--- src/rtl/binary_to_gray_counter_if.sv ---
// Control and output bundle for binary_to_gray_counter.
// The dir signal exists only when GRAY_CNT_DOWN_EN is defined.
interface binary_to_gray_counter_if #(
    parameter int WIDTH = 4
);
    logic             en;
    logic             load;
    logic [WIDTH-1:0] load_bin;
`ifdef GRAY_CNT_DOWN_EN
    logic             dir;
`endif
    logic [WIDTH-1:0] bin_out;
    logic [WIDTH-1:0] gray_out;
    logic             tc;
    logic             gray_vld;

`ifdef GRAY_CNT_DOWN_EN
    modport master (output en, load, load_bin, dir, input bin_out, gray_out, tc, gray_vld);
    modport slave  (input en, load, load_bin, dir, output bin_out, gray_out, tc, gray_vld);
`else
    modport master (output en, load, load_bin, input bin_out, gray_out, tc, gray_vld);
    modport slave  (input en, load, load_bin, output bin_out, gray_out, tc, gray_vld);
`endif
endinterface

--- src/rtl/binary_to_gray_counter.sv ---
// Registered binary counter with a matching registered Gray-code output.
// Define GRAY_CNT_DOWN_EN to build the dir input and down-counting.
module binary_to_gray_counter #(
    parameter int WIDTH = 4
) (
    input  logic                        clk,
    input  logic                        rst_n,
    binary_to_gray_counter_if.slave     bus
);
    localparam logic [WIDTH-1:0] ONE = {{(WIDTH-1){1'b0}}, 1'b1};

    logic [WIDTH-1:0] bin_q;
    logic [WIDTH-1:0] gray_q;
    logic             tc_q;
    logic             vld_q;
    logic [WIDTH-1:0] bin_d;
    logic             tc_d;
    logic             accept;

    // gray_vld has no ready partner: it pulses for exactly one cycle after
    // every edge that accepted a load or a step, whether or not the value moved.
    assign accept = bus.load | bus.en;

    always_comb begin
        bin_d = bin_q;
        if (bus.load) begin
            bin_d = bus.load_bin;
        end else if (bus.en) begin
`ifdef GRAY_CNT_DOWN_EN
            bin_d = bus.dir ? (bin_q + ONE) : (bin_q - ONE);
`else
            bin_d = bin_q + ONE;
`endif
        end
    end

`ifdef GRAY_CNT_DOWN_EN
    assign tc_d = bus.dir ? (&bin_d) : ~(|bin_d);
`else
    assign tc_d = &bin_d;
`endif

    // Gray is derived from the next binary value so both registers agree every cycle.
    always_ff @(posedge clk) begin
        if (!rst_n) begin
            bin_q  <= '0;
            gray_q <= '0;
            vld_q  <= 1'b0;
`ifdef GRAY_CNT_DOWN_EN
            tc_q   <= ~bus.dir;
`else
            tc_q   <= 1'b0;
`endif
        end else begin
            vld_q <= accept;
            if (accept) begin
                bin_q  <= bin_d;
                gray_q <= bin_d ^ (bin_d >> 1);
                tc_q   <= tc_d;
            end
        end
    end

    assign bus.bin_out  = bin_q;
    assign bus.gray_out = gray_q;
    assign bus.tc       = tc_q;
    assign bus.gray_vld = vld_q;
endmodule
--- src/flat_wrapper.sv ---
// flat-port wrapper written by rule: the top's interface ports become plain ports
module binary_to_gray_counter_flat 
#(
    parameter int WIDTH = 4
)
  (clk, rst_n, bus_en, bus_load, bus_load_bin, bus_bin_out, bus_gray_out, bus_tc, bus_gray_vld);
  binary_to_gray_counter_if #(.WIDTH(WIDTH)) bus_i ();
  input  logic clk;
  input  logic rst_n;
  input wire logic [$bits(bus_i.en)-1:0] bus_en;
  input wire logic [$bits(bus_i.load)-1:0] bus_load;
  input wire logic [$bits(bus_i.load_bin)-1:0] bus_load_bin;
  output wire logic [$bits(bus_i.bin_out)-1:0] bus_bin_out;
  output wire logic [$bits(bus_i.gray_out)-1:0] bus_gray_out;
  output wire logic [$bits(bus_i.tc)-1:0] bus_tc;
  output wire logic [$bits(bus_i.gray_vld)-1:0] bus_gray_vld;
  assign bus_i.en = bus_en;
  assign bus_i.load = bus_load;
  assign bus_i.load_bin = bus_load_bin;
  assign bus_bin_out = bus_i.bin_out;
  assign bus_gray_out = bus_i.gray_out;
  assign bus_tc = bus_i.tc;
  assign bus_gray_vld = bus_i.gray_vld;
  binary_to_gray_counter #(.WIDTH(WIDTH)) u_core (.clk(clk), .rst_n(rst_n), .bus(bus_i));
endmodule
--- config.mk ---
export PLATFORM = sky130hd
export DESIGN_NAME = binary_to_gray_counter_flat
export DESIGN_NICKNAME = d
export VERILOG_FILES = /design/src/rtl/binary_to_gray_counter_if.sv /design/src/rtl/binary_to_gray_counter.sv /design/src/flat_wrapper.sv
export SDC_FILE = /design/constraint.sdc
export NUM_CORES = 1
export LEC_CHECK = 0
export CORE_AREA = 3 3 40 42
export CTS_CLUSTER_SIZE = 40
export DETAILED_ROUTE_END_ITERATION = 16
export DIE_AREA = 0 0 43 45
export PLACE_DENSITY = 0.7
export SYNTH_ARGS = -nofsm -noshare
export SYNTH_HDL_FRONTEND = slang
export SYNTH_SLANG_ARGS = --single-unit
--- constraint.sdc ---
create_clock -name clk -period 1.9 [get_ports clk]
set_input_delay 0.38 -clock clk [delete_from_list [all_inputs] [get_ports clk]]
set_output_delay 0.38 -clock clk [all_outputs]
set_load 0.01 [all_outputs]
==> results.cfg, run 1 <==
[placed_design]
numPortBuffers = 17
dp_cells = 89
gp_congestion = 0.815

[cts]
cts.sinks = 9
clk_pin_slew_ns = 0.06
cts_buffer_depth = 2
holdBufCountCts = 0
cts_made_buffers = 3
cts-root-buf = clkbuf_4
h-tree-depth = 1
tritoncts = done
insertion_delay_ns = 0.25

[flow_run]
maxCapViolations = 0

[yosys]
seq_area_frac_synth = 0.354
synth_nets = 66
ys_warn_count = 0
syn_inst = 55
netlist_area_um2 = 509
syn_area_per_cell_um2 = 9.26
synth_seq_cells = 9
synth_cell_type_count = 24

[route]
post-route-drc-count = 0
num_vias = 448
vias_per_cell = 4.82
final_antenna_net_count = 0
drt-initial-drc-count = 1
wl_per_cell_um = 11.7
firstDrtPassIters = 3
routed_wl_um = 1080

[run_status]
status = complete, no violations

[sta]
worst_pin_slew_ns = 0.325
finalCritPeriodShare = 0.924
slew_headroom = 0.783
fin_setup_tns_ns = 0
fmax_ghz = 0.570
slew_viol_final = 0
post-route-min-period_ns = 1.76
hold_slack_ns = 0.465
rsz0062_at_grt = false
hold_viol = 0
finalSetupViolations = 0
finalClockSkew_ns = 0.00183

[setup_path]
critPathKind = flip-flop to flip-flop
crit_arrival_ns = 1.94
rr_worst_depth = 7
start_kind = flip-flop
critPathRequiredTime_ns = 2.08
crit_fanout = 4
cp-end-kind = flip-flop

[floorplan]
die-height_um = 45
dieArea_um2 = 1940
fp-row-count = 13
core_area_um2 = 1280
start_util = 0.396
io_pins = 18
die_x_um = 43

[finish]
antenna_cells = 0
most-common-layout-cells = clkdlybuf4s50_1 (16), nand2_1 (9), dfxtp_1 (9), buf_4 (5)
final_cells = 93
drive_gt1_frac = 0.141
synthToLayoutAreaGrowth_pct = 44.2
utilization = 0.572
final_nets = 90
final_common_cell = clkdlybuf4s50_1

[power_and_ir_drop]
power_uw = 500
power_density_nw_per_um2 = 680
max-vdd-ir-drop_uv = 293
p_leak_uw = 0.000318

[global_routing]
grt.total_usage = 0.127
grt_pass1_vias = 440
gr-total-overflow = 0
grt_max_degree = 8
antenna_found_initial = 0
grt_pass1_wl_um = 1800

[min_path]
hp-class = flip-flop to flip-flop
min_path_cells = 2
[worst max-delay path, stage by stage, from the launching register on]
cell and delay, ns:
dfxtp_1 0.39, ha_1 0.27, mux2_1 0.29, mux2i_1 0.16
inv_1 0.08, ha_1 0.27, o21ai_0 0.06, a21boi_0 0.17
[cells by family (layout without fill, tap and decap cells)]
group,after synthesis,in the layout,synth area share
adders and majority gates,3,3,0.0737
buffers and inverters,4,27,0.0663
xor gates and xnor gates,4,4,0.0688
DFF,9,9,0.354
muxes,3,3,0.0712
and+or+nand+nor,22,22,0.233
AOI/OAI and AO/OA,10,10,0.133
[final timing paths]
check / start / to / slack, ns
worst max-delay path: u_core.bus.bin_out[1] / u_core.bus.gray_out[0] / 0.14
worst min-delay path: u_core.bus.gray_out[2] / u_core.bus.gray_out[2] / 0.46
worst max register to register: u_core.bus.bin_out[1] / u_core.bus.gray_out[0] / 0.14
worst min register to register: u_core.bus.gray_out[2] / u_core.bus.gray_out[2] / 0.46
[Yosys cell counts (all sizes together)]
| library cell | count | area share |
|---|---|---|
| nand3 | 3 | 0.029 |
| inv | 1 | 0.0074 |
| ha | 3 | 0.074 |
| o211ai | 1 | 0.015 |
| mux2i | 1 | 0.020 |
| a22o | 1 | 0.017 |
| a2bb2oi | 1 | 0.017 |
| nor2b | 2 | 0.025 |
| mux2 | 2 | 0.052 |
| a21boi | 2 | 0.029 |
| nand2 | 9 | 0.066 |
| dfxtp | 9 | 0.35 |
| xnor2 | 4 | 0.069 |
| and2 | 4 | 0.054 |
| o21ai | 4 | 0.039 |
| nand4 | 1 | 0.025 |
| and2b | 1 | 0.015 |
| nor2 | 1 | 0.0074 |
| nand2b | 1 | 0.012 |
| o21a | 1 | 0.015 |
| buf | 3 | 0.059 |
[state kept, by name (all words and copies together) (netlist names)]
register	flops
u_core.bus.gray_vld	1
u_core.bus.tc	1
u_core.bus.bin_out	3
u_core.bus.gray_out	4
[cell type report]
| class | instances | area (um2) |
|---|---|---|
| fill | 115 | 551 |
| multi-input combinational | 42 | 295 |
| clock buffer | 4 | 26.3 |
| inverter | 1 | 3.75 |
| sequential | 9 | 180 |
| timing repair buffer | 22 | 210 |
| tap | 15 | 18.8 |
[report_power, final]
part | switching, uW | leakage [uW] | total (uW) | internal [uW]
clock network | 64.8 | 0.0000150 | 146 | 80.8
logic | 55.8 | 0.000229 | 137 | 81.7
registers | 11.5 | 0.0000746 | 217 | 205
[stage by stage]
step | area, um2 | setup WS, ns
final | 734 | 0.144
after global routing | 734 | 0.00148
after CTS | 732 | 0.0785
after detailed placement | 706 | -0.190
after global placement | 706 | -0.158
after floorplan | 509 | 0.189
[timing repair]
action,in CTS,in global routing
resized for setup,0,1
setup buffers,0,0
setup endpoints to repair,0,2
[metal layers]
metal / track usage / share of wire
met5: 0 / 0
met4: 0.108 / 0.022
met3: 0.0120 / 0.035
met2: 0.216 / 0.52
met1: 0.142 / 0.42
Note: power is estimated with default switching activity, not from simulation.
==> run 2: changes to the inputs <==
--- a/config.mk
+++ b/config.mk
@@ -10,6 +10,7 @@
 export DETAILED_ROUTE_END_ITERATION = 16
 export DIE_AREA = 0 0 43 45
 export PLACE_DENSITY = 0.7
+export REMOVE_ABC_BUFFERS = 1
 export SYNTH_ARGS = -nofsm -noshare
 export SYNTH_HDL_FRONTEND = slang
 export SYNTH_SLANG_ARGS = --single-unit
==> run 2 against run 1 <==
Net effect:
- global-route usage decreased by 0.32 points
- register-to-register slack about the same
- clock skew up 0.0080 ns
- first-iteration DRC count grew to 11 times the previous value
- critical path type unchanged
- critical endpoint unchanged
- largest power group unchanged
==> results.cfg, run 2 (synthesis gave the netlist of run 1 again) <==
[placed_design]
place_area_um2 = 721
dp_cells = 91
gp_congestion = 0.848
numPortBuffers = 17
dp_hpwl_um = 841

[setup_path]
slowest_delay_ns = 0.39
crit_arrival_ns = 1.94
rr_startpoint = u_core.bus.bin_out[1]
crit_end = u_core.bus.gray_out[0]
setup.worst_path.start = u_core.bus.bin_out[1]
start_kind = flip-flop
path_delay_family = adder cells
worst_path_most_repeated_cell = ha_1
crit_fanout = 4
cp-end-kind = flip-flop
cp_num_cells = 7
r2r-end = u_core.bus.gray_out[0]
path_buf_inv = 1
critPathRequiredTime_ns = 2.08
crit_slowest_cell = dfxtp_1
r2r_slack_ns = 0.14
critPathKind = flip-flop to flip-flop
rr_worst_depth = 7
worstPathCellList = ha_1 > mux2_1 > mux2i_1 > inv_1 > ha_1 > o21ai_0 > a21boi_0

[route]
vias_per_cell = 4.84
num_vias = 460
routed_wl_um = 1050
wl_per_cell_um = 11.0
final_antenna_net_count = 0
post-route-drc-count = 0
firstDrtPassIters = 4
drt-initial-drc-count = 11

[flow_run]
maxCapViolations = 0

[sta]
worst_pin_slew_ns = 0.322
rsz0062_at_grt = false
post-route-min-period_ns = 1.76
finalCritPeriodShare = 0.927
fmax_ghz = 0.568
finalSetupViolations = 0
hold_viol = 0
hold_slack_ns = 0.468
slew_viol_final = 0
slew_headroom = 0.784
fin_setup_tns_ns = 0
finalClockSkew_ns = 0.00982

[floorplan]
core_area_um2 = 1280
dieArea_um2 = 1940
fp-row-count = 13
die_x_um = 43
start_util = 0.396
io_pins = 18
die-height_um = 45

[finish]
final_cells = 95
largest_register_ffs = 4
final_area_um2 = 749
most-common-layout-cells = clkdlybuf4s50_1 (16), nand2_1 (9), dfxtp_1 (9), buf_4 (7)
synthToLayoutAreaGrowth_pct = 47.2
final_nets = 92
antenna_cells = 0
final_common_cell = clkdlybuf4s50_1
drive_gt1_frac = 0.163

[global_routing]
grt_max_degree = 9
antenna_found_initial = 0
grt_pass1_wl_um = 1740
grt.total_usage = 0.123
grt_pass1_vias = 426
gr-total-overflow = 0

[cts]
cts_buffer_depth = 2
cts-root-buf = clkbuf_4
cts_made_buffers = 3
h-tree-depth = 1
cts.sinks = 9
holdBufCountCts = 0
tritoncts = done
clk_pin_slew_ns = 0.06
insertion_delay_ns = 0.26

[power_and_ir_drop]
power_density_nw_per_um2 = 669
power_uw = 502
p_leak_uw = 0.000328
max-vdd-ir-drop_uv = 326

[min_path]
hp-class = flip-flop to flip-flop

[run_status]
status = complete, no violations
-- run 2: area by class of cell --
| type | count | area [um2] |
|---|---|---|
| well taps | 15 | 18.8 |
| repair buffers | 24 | 225 |
| fillers | 117 | 536 |
| clock buffers | 4 | 26.3 |
| multi-input cells | 42 | 295 |
| flip-flops and latches | 9 | 180 |
| inverters | 1 | 3.75 |
-- run 2: worst min-delay path by stage --
stage / start / to / slack, ns / depth (start not counted)
final: u_core.bus.gray_out[2] / u_core.bus.gray_out[2] / 0.47 / 2
after global routing: u_core.bus.gray_out[2] / u_core.bus.gray_out[2] / 0.49 / 2
after CTS: u_core.bus.gray_out[2] / u_core.bus.gray_out[2] / 0.47 / 2
after detailed placement: u_core.bus.gray_out[2] / u_core.bus.gray_out[2] / 0.46 / 2
after global placement: u_core.bus.gray_out[2] / u_core.bus.gray_out[2] / 0.45 / 2
after floorplan: u_core.bus.gray_out[0] / u_core.bus.gray_out[0] / 0.49 / 2
-- run 2: where the power goes --
part	internal (uW)	total (uW)	switching (uW)
Clock	80.8	146	65.6
Combinational	83.9	140	55.8
Sequential	205	216	10.5
-- run 2: repair_timing --
item | in CTS | in global routing
resized for setup | 0 | 1
setup buffers | 0 | 0
endpoints found under the setup margin | 0 | 2
-- run 2: routing by layer --
layer	part of all wire	GRT usage
met2	0.43	0.183
met3	0.064	0.0319
met4	0.028	0.0904
met1	0.48	0.155
met5	0	0
-- run 2: through the flow --
step	util	worst slack [ns]
floorplan	-	0.189
global placement	0.561	-0.158
global route	0.583	0.0207
detailed placement	0.561	-0.173
finish	0.583	0.138
CTS	0.581	0.0847
-- run 2: worst min-delay path, stage by stage, from the launching register on --
cell and delay (ns):
dfxtp_1 0.31, nand2_1 0.05, a21boi_0 0.07
==> run 3: changes to the inputs <==
--- a/config.mk
+++ b/config.mk
@@ -5,10 +5,12 @@
 export SDC_FILE = /design/constraint.sdc
 export NUM_CORES = 1
 export LEC_CHECK = 0
+export ABC_CLOCK_PERIOD_IN_PS = 1900
 export CORE_AREA = 3 3 40 42
 export CTS_CLUSTER_SIZE = 40
 export DETAILED_ROUTE_END_ITERATION = 16
 export DIE_AREA = 0 0 43 45
+export GPL_TIMING_DRIVEN = 1
 export PLACE_DENSITY = 0.7
 export REMOVE_ABC_BUFFERS = 1
 export SYNTH_ARGS = -nofsm -noshare
==> results of run 3 <==
No change in the layout: final DEF, timing and power equal those of run 2.
